<file path="src/rtl/debug_sequencer.sv">
// Purpose: debug sequencer between the host byte link and the MIPS pipeline; gates pipeline advance and streams PC + register snapshots.
// Latency: 'd' accepted at N -> snapshot at N+1, first byte at N+2; 's' adds one enabled pipeline cycle ahead of the snapshot.
// Backpressure: o_tx_valid/i_tx_ready per byte; data and counter hold while stalled; commands stay pending (o_cmd_ready=0) while busy.
module debug_sequencer #(
    parameter int PC_BITS   = 32,
    parameter int PROC_BITS = 32,
    parameter int NUM_REGS  = 32
) (
    input  logic                          clk,
    input  logic                          rst,
    input  logic                          i_cmd_valid,
    input  logic [7:0]                    i_cmd,
    output logic                          o_cmd_ready,
    input  logic                          i_halt,
    input  logic [PC_BITS-1:0]            i_pc,
    input  logic [NUM_REGS*PROC_BITS-1:0] i_rf_regs,
    output logic                          o_pipe_enable,
    output logic [7:0]                    o_tx_data,
    output logic                          o_tx_valid,
    input  logic                          i_tx_ready,
    output logic                          o_busy,
    output logic                          o_halted
);

    localparam int         REG_BYTES   = PROC_BITS / 8;
    localparam int         TOTAL_BYTES = 4 + NUM_REGS * REG_BYTES;
    localparam int         SNAP_BITS   = TOTAL_BYTES * 8;
    localparam logic [7:0] LAST_IDX    = 8'(TOTAL_BYTES - 1);

    localparam logic [7:0] CMD_RUN  = 8'h63;
    localparam logic [7:0] CMD_STEP = 8'h73;
    localparam logic [7:0] CMD_DUMP = 8'h64;

    typedef enum logic [2:0] {
        ST_IDLE,
        ST_RUN,
        ST_STEP,
        ST_SNAP,
        ST_SEND
    } state_t;

    state_t                 state;
    state_t                 state_nxt;
    logic [SNAP_BITS-1:0]   snap_q;
    logic [SNAP_BITS-1:0]   snap_load;
    logic [7:0]             byte_cnt;
    logic                   halted_q;
    logic                   halt_hit;

    // Transmit image: PC in the top word, then reg0..regN-1, so shifting left by a byte walks the stream in order.
    always_comb begin
        snap_load = '0;
        snap_load[SNAP_BITS-1 -: 32] = 32'(i_pc);
        for (int k = 0; k < NUM_REGS; k++) begin
            snap_load[(NUM_REGS-1-k)*PROC_BITS +: PROC_BITS] = i_rf_regs[k*PROC_BITS +: PROC_BITS];
        end
    end

    // Next-state and per-state outputs; halt masks the enable in the same cycle it is seen.
    always_comb begin
        state_nxt     = state;
        o_cmd_ready   = 1'b0;
        o_pipe_enable = 1'b0;
        o_tx_valid    = 1'b0;
        halt_hit      = 1'b0;
        case (state)
            ST_IDLE: begin
                o_cmd_ready = 1'b1;
                if (i_cmd_valid) begin
                    case (i_cmd)
                        CMD_RUN:  if (!halted_q) state_nxt = ST_RUN;
                        CMD_STEP: if (!halted_q) state_nxt = ST_STEP;
                        CMD_DUMP: state_nxt = ST_SNAP;
                        default:  state_nxt = ST_IDLE;
                    endcase
                end
            end
            ST_RUN: begin
                if (i_halt) begin
                    halt_hit  = 1'b1;
                    state_nxt = ST_SNAP;
                end else begin
                    o_pipe_enable = 1'b1;
                end
            end
            ST_STEP: begin
                o_pipe_enable = !i_halt;
                halt_hit      = i_halt;
                state_nxt     = ST_SNAP;
            end
            ST_SNAP: begin
                state_nxt = ST_SEND;
            end
            ST_SEND: begin
                o_tx_valid = 1'b1;
                if (i_tx_ready && (byte_cnt == LAST_IDX)) state_nxt = ST_IDLE;
            end
            default: begin
                state_nxt = ST_IDLE;
            end
        endcase
    end

    // State register; reset abandons any dump in progress.
    always_ff @(posedge clk or negedge rst) begin
        if (!rst) state <= ST_IDLE;
        else      state <= state_nxt;
    end

    // Snapshot capture and byte stream shifter; holds while the sink stalls.
    always_ff @(posedge clk or negedge rst) begin
        if (!rst) begin
            snap_q   <= '0;
            byte_cnt <= '0;
        end else if (state == ST_SNAP) begin
            snap_q   <= snap_load;
            byte_cnt <= '0;
        end else if (o_tx_valid && i_tx_ready) begin
            snap_q   <= snap_q << 8;
            byte_cnt <= byte_cnt + 8'd1;
        end
    end

    // Sticky halted flag, cleared only by reset.
    always_ff @(posedge clk or negedge rst) begin
        if (!rst)          halted_q <= 1'b0;
        else if (halt_hit) halted_q <= 1'b1;
    end

    assign o_tx_data = snap_q[SNAP_BITS-1 -: 8];
    assign o_busy    = (state != ST_IDLE);
    assign o_halted  = halted_q;

endmodule

</file>
<file path="config.mk">
export PLATFORM = sky130hd
export DESIGN_NAME = debug_sequencer
export DESIGN_NICKNAME = d
export VERILOG_FILES = /design/src/rtl/debug_sequencer.sv
export SDC_FILE = /design/constraint.sdc
export NUM_CORES = 2
export LEC_CHECK = 0
export ABC_AREA = 1
export ABC_CLOCK_PERIOD_IN_PS = 3100
export BUFFER_PORTS_ARGS = -buffer_cell sky130_fd_sc_hd__buf_4
export CAP_MARGIN = 20
export CORE_MARGIN = 5
export CORE_UTILIZATION = 30
export DETAILED_ROUTE_END_ITERATION = 16
export PLACE_DENSITY = 0.58
export SLEW_MARGIN = 20
export SYNTH_ARGS = -nofsm -noshare
export SYNTH_HDL_FRONTEND = slang
export SYNTH_SLANG_ARGS = --single-unit
</file>
<file path="constraint.sdc">
create_clock -name clk -period 3.1 [get_ports clk]
set_input_delay 0.155 -clock clk [delete_from_list [all_inputs] [get_ports clk]]
set_output_delay 0.155 -clock clk [all_outputs]
set_load 0.05 [all_outputs]
</file>
* Yosys cells after proc, flatten, opt, wreduce, memory -nomap -nowiden
Cells that the tools add are included.
Storage, ports and cells: word-level logic and storage cells 42, memories kept 0, output and inout port bits 13, ROM bits 0, bits in writable memories 0, bits in latches 0, flip-flop bits (word level) 1068
Cells by class: add/subtract/negate cells 1, bitwise operators 0, reductions and logical operators 7, div/mod/pow operators 0, multiplexer cells 17, shift-type cells 0, eq/ne operators 13, $mul 0, magnitude comparators 0
Operators by type and width (number):
- 2-to-1 mux 1056 bit | 2
- equality test 8 x 7 -> 1 bit, second input constant | 3
- 2-to-1 mux 8 bit | 2
- 2-to-1 mux 3 bit | 5
- one-hot mux 3 bit (5 select lines) | 1
- one-hot mux 3 bit (3 select lines) | 1
- adder 8 x 1 -> 8 bit, second input constant | 1
- equality test 8 bit, second input constant | 1
- equality test 3 x 2 -> 1 bit, second input constant | 2
- != test 2 bit, second input constant | 3
- != test 3 bit, second input constant | 2
- AND reduction 5 bit | 1
- 2-to-1 mux 1 bit | 4
- one-hot mux 1 bit (2 select lines) | 2
- equality test 3 x 1 -> 1 bit, second input constant | 1
- equality test 3 bit, second input constant | 1
- logical NOT 3 bit | 1
- nonzero test 3 bit | 1
- logical AND 1 bit | 2
- nonzero test 2 bit | 1
- logical NOT 1 bit | 1

* Longest topological paths before layout
word-level depth 5, depth in mapped cells 10, depth with buffers taken out 8

* Least setup slack after synthesis
Ideal clock, no wire load.
kind register to register, start point register state[1], end point register state[0], setup slack 1.253 ns, arrival time 1.729 ns, path buffers 0, library setup time 0.118 ns, cell stages (with the launch flop) 7, clock period less this slack 1.847 ns, cell sequence dfrtp_1 > nor2_1 > inv_1 > nor2_1 > a21oi_1 > nand3_1 > nand2_1
On the way: cells in the longest elaborated chain, start to end 3
RTL lines:
- from (decl) | line 42 | state_t state;
- from (signal assigned) | line 107 | else state <= state_nxt;
- equality test 3 bit, or another cell as far along | line 66 | case (state)
- != test 2 bit (no line) / != test 3 bit (equally long branches)
- AND reduction 5 bit (no line)
Several ways; a longest one is shown, not always the timed one. A chain may end at the register's enable or synchronous reset.

* Worst setup path in the final report
start point register halted_q (netlist: o_halted), end point register state[1]
On the way: cells in the longest elaborated chain, start to end 2
RTL lines:
- from (decl) | line 47 | logic halted_q;
- from (signal assigned) | line 126 | if (!rst) halted_q <= 1'b0;
- from (signal assigned) | line 127 | else if (halt_hit) halted_q <= 1'b1;
- != test 3 bit (no line)
- AND reduction 5 bit (no line) *
Mark *: on every way between the ends. The rest lies on a longest branch, timed or not.

==> metrics.txt <==
Skew-Pair Late Insertion Delay=0.76 ns; wire per inst=between 15 and 20 um; final hold vios=3; CTS Sinks=1068; post-route setup slack=between 0.5 and 0.6 ns; CP Class=register to register; flops & latches, synth=1068; clk root buf=clkbuf_16; setup_tns=0 ns; All-Layer GR Usage=22.13%; Worst path most repeated cell=nand2_1; die area=177300 um^2; NumNets Final=8877; Slew Limit Fails=0; Tot Pwr=54.24 mW; Crit Path Max Fanout=3; Vias=~50000; clk_skew=approximately 0.024 ns; initial antenna violation count=94; cells after synthesis=between 5000 and 6000; Post-synth top cells=1129 x nand2_1, 1068 x dfrtp_1, 1026 x inv_1; CP Cell Sequence=nand2_1 -> inv_1 -> nand3_1 -> nand2_1 -> dlygate4sd3_1 -> nand2_1 -> nand2_1 -> dlygate4sd3_1 -> nor2_1 -> dlygate4sd3_1; slowest stage cell, crit path=dlygate4sd3_1; crit path time final=roughly 2.6 ns; maximum VDD drop=around 0.5 mV; Layout area overhead=49.96%; Max H-tree Level=4; slew at the pin with the worst max-slew slack=approximately 1.0 ns; Reg clk slew, reported paths=0.06 ns; number of DRC markers in iteration 0=between 4000 and 5000; Final period util=83.28%; die extent in x=421.1 um; row cnt=150; top cell type by total area after synthesis=dfrtp_1; post-synthesis cell type count=29; delay-heaviest family, CP=buffers and inverters; Worst setup SP type=register; Worst slew margin=30.65%; Worst path max stage delay=about 0.56 ns; failing checks=hold timing; synth top area cells=dfrtp_1 53%, o211ai_1 15%, o21ai_0 9.6%; Antenna Nets Post-Route=0; Worst Hold Slack=-0.06157 ns; IO Pins=1082; Yosys top cell area share=52.72%; Setup-failing EPs final=0; fmax=387.3 MHz; # DRC=0; Placer Congestion=about 0.9; CTS tree=built; layout cells sized above 1=18.11%; most common cell in the synthesized netlist=nand2_1; first-pass GRT wire length=between 300000 and 400000 um; post-CTS setup buffers=0; sequential fraction of the synthesis area=52.72%; Syn Nets=slightly below 7000; initial core utilization=30.25%; synth warn=0; drt first pass iters=7; DP HPWL=about 140000 um; leakage power figure=approximately 38 nW; pre-CTS setup slack=between 0.7 and 0.8 ns; Core Region=167600 um^2; Port Buffer Count=1081; number of enable flip-flop cells after synthesis=0; CTS Buf Count=130; CP Data Required Time=around 3.8 ns; CP arrival=3.26 ns; cell total after placement=8818; DR vias/cell=between 4 and 5; DRT Wirelength=202800 um; pwr/cell area=slightly above 700 nW/um^2; post-synthesis instance area=50700 um^2; Cell Count, Final, Fillers Out=10188; GR Overflow Total=0; CP Capture Type=register; fraction of registers with async set/reset=100.0%; vias in the first global route=49848; deepest clock path buffer count=3; Buf/Inv on CP=4; status=finished with violations; synthesized area per cell=8.659 um^2; # Max-Cap Violations=0; Hold Crit Class=input port to register; RSZ-0062 raised after global routing=false; largest net degree at the start of global routing=between 200 and 250; Die Y=roughly 420 um; Post-synth top flop=dfrtp_1
[cells by family after synthesis]
family / count (synthesis) / share of synthesized area, %
AOI/OAI and AO/OA: 2072 / 25.54
xor gates and xnor gates: 1 / 0.01728
adders and majority gates: 1 / 0.02468
buffers and inverters: 1501 / 12.62
DFF: 1068 / 52.72
and+or+nand+nor: 1212 / 9.082
[worst min-delay path, stage by stage]
cell and delay, ns:
buf_4 0.08, o21ai_0 0.20, o21ai_0 0.21
[sequential cells by signal, indices dropped and copies added (netlist names)]
name,count
state,3
byte_cnt,8
o_halted,1
snap_q,1056
[what timing repair did]
action	4_1_cts	5_1_grt
hold buffers	1060	1
hold endpoints to repair	1183	1
gates resized for setup	0	0
[layout make-up]
class,count,area [um^2]
sequential,1068,26730
fill,15764,91570
clock buffer,191,3826
antenna,87,217.7
timing repair buffer,2293,20660
tap,2204,2758
multi-input combinational,3286,17580
clock inverter,31,376.6
inverter,1028,3875
[layer usage]
metal / GRT usage [%] / share of wire (%)
met5: 0 / 0.049
met4: 11.41 / 5.4
met3: 4.916 / 6.2
met2: 36.05 / 48
met1: 27.61 / 41
[placed cells by master (no fill, tap or decap), types with 30 or more instances in the layout]
master,synthesis,final
o21ai_0,970,970
inv_1,1026,1026
o211ai_1,1002,1002
diode_2,0,87
nand2_1,1129,1129
o21ai_1,51,51
buf_4,69,1168
clkbuf_1,195,30
a31oi_1,38,38
buf_12,0,63
dfrtp_1,1068,1068
clkbuf_16,0,133
dlygate4sd3_1,0,1061
nor2_1,57,57
[per-stage QoR]
step,cell area (um^2),utilization (%)
after global routing,76000,45.35
after CTS,75800,45.23
after floorplan,50700,-
after detailed placement,60990,36.39
final,76030,45.36
after global placement,60990,36.39
[worst paths after layout]
| check | start | to | slack (ns) | cells past startpoint |
|---|---|---|---|---|
| setup / recovery | o_halted$_DFFE_PN0P_ | state[1]$_DFFE_PN0P_ | 0.52 | 10 |
| hold / removal | i_rf_regs[25] | snap_q[1017]$_DFFE_PN0P_ | -0.06 | 3 |
| setup reg to reg | o_halted$_DFFE_PN0P_ | state[1]$_DFFE_PN0P_ | 0.52 | 10 |
| hold reg to reg | snap_q[1018]$_DFFE_PN0P_ | snap_q[1018]$_DFFE_PN0P_ | 0.49 | 2 |
| max in group asynchronous | rst | snap_q[862]$_DFFE_PN0P_ | 0.93 | 4 |
| min in group asynchronous | rst | snap_q[817]$_DFFE_PN0P_ | 0.51 | 3 |
[power breakdown]
group / switching, mW / total, mW / internal, mW
clock network: 6.27 / 15.2 / 8.97
logic: 12.7 / 19.7 / 7.01
registers: 1.18 / 19.3 / 18.1
total: 20.1 / 54.2 / 34.1
Note: power is estimated with default switching activity, not from simulation.
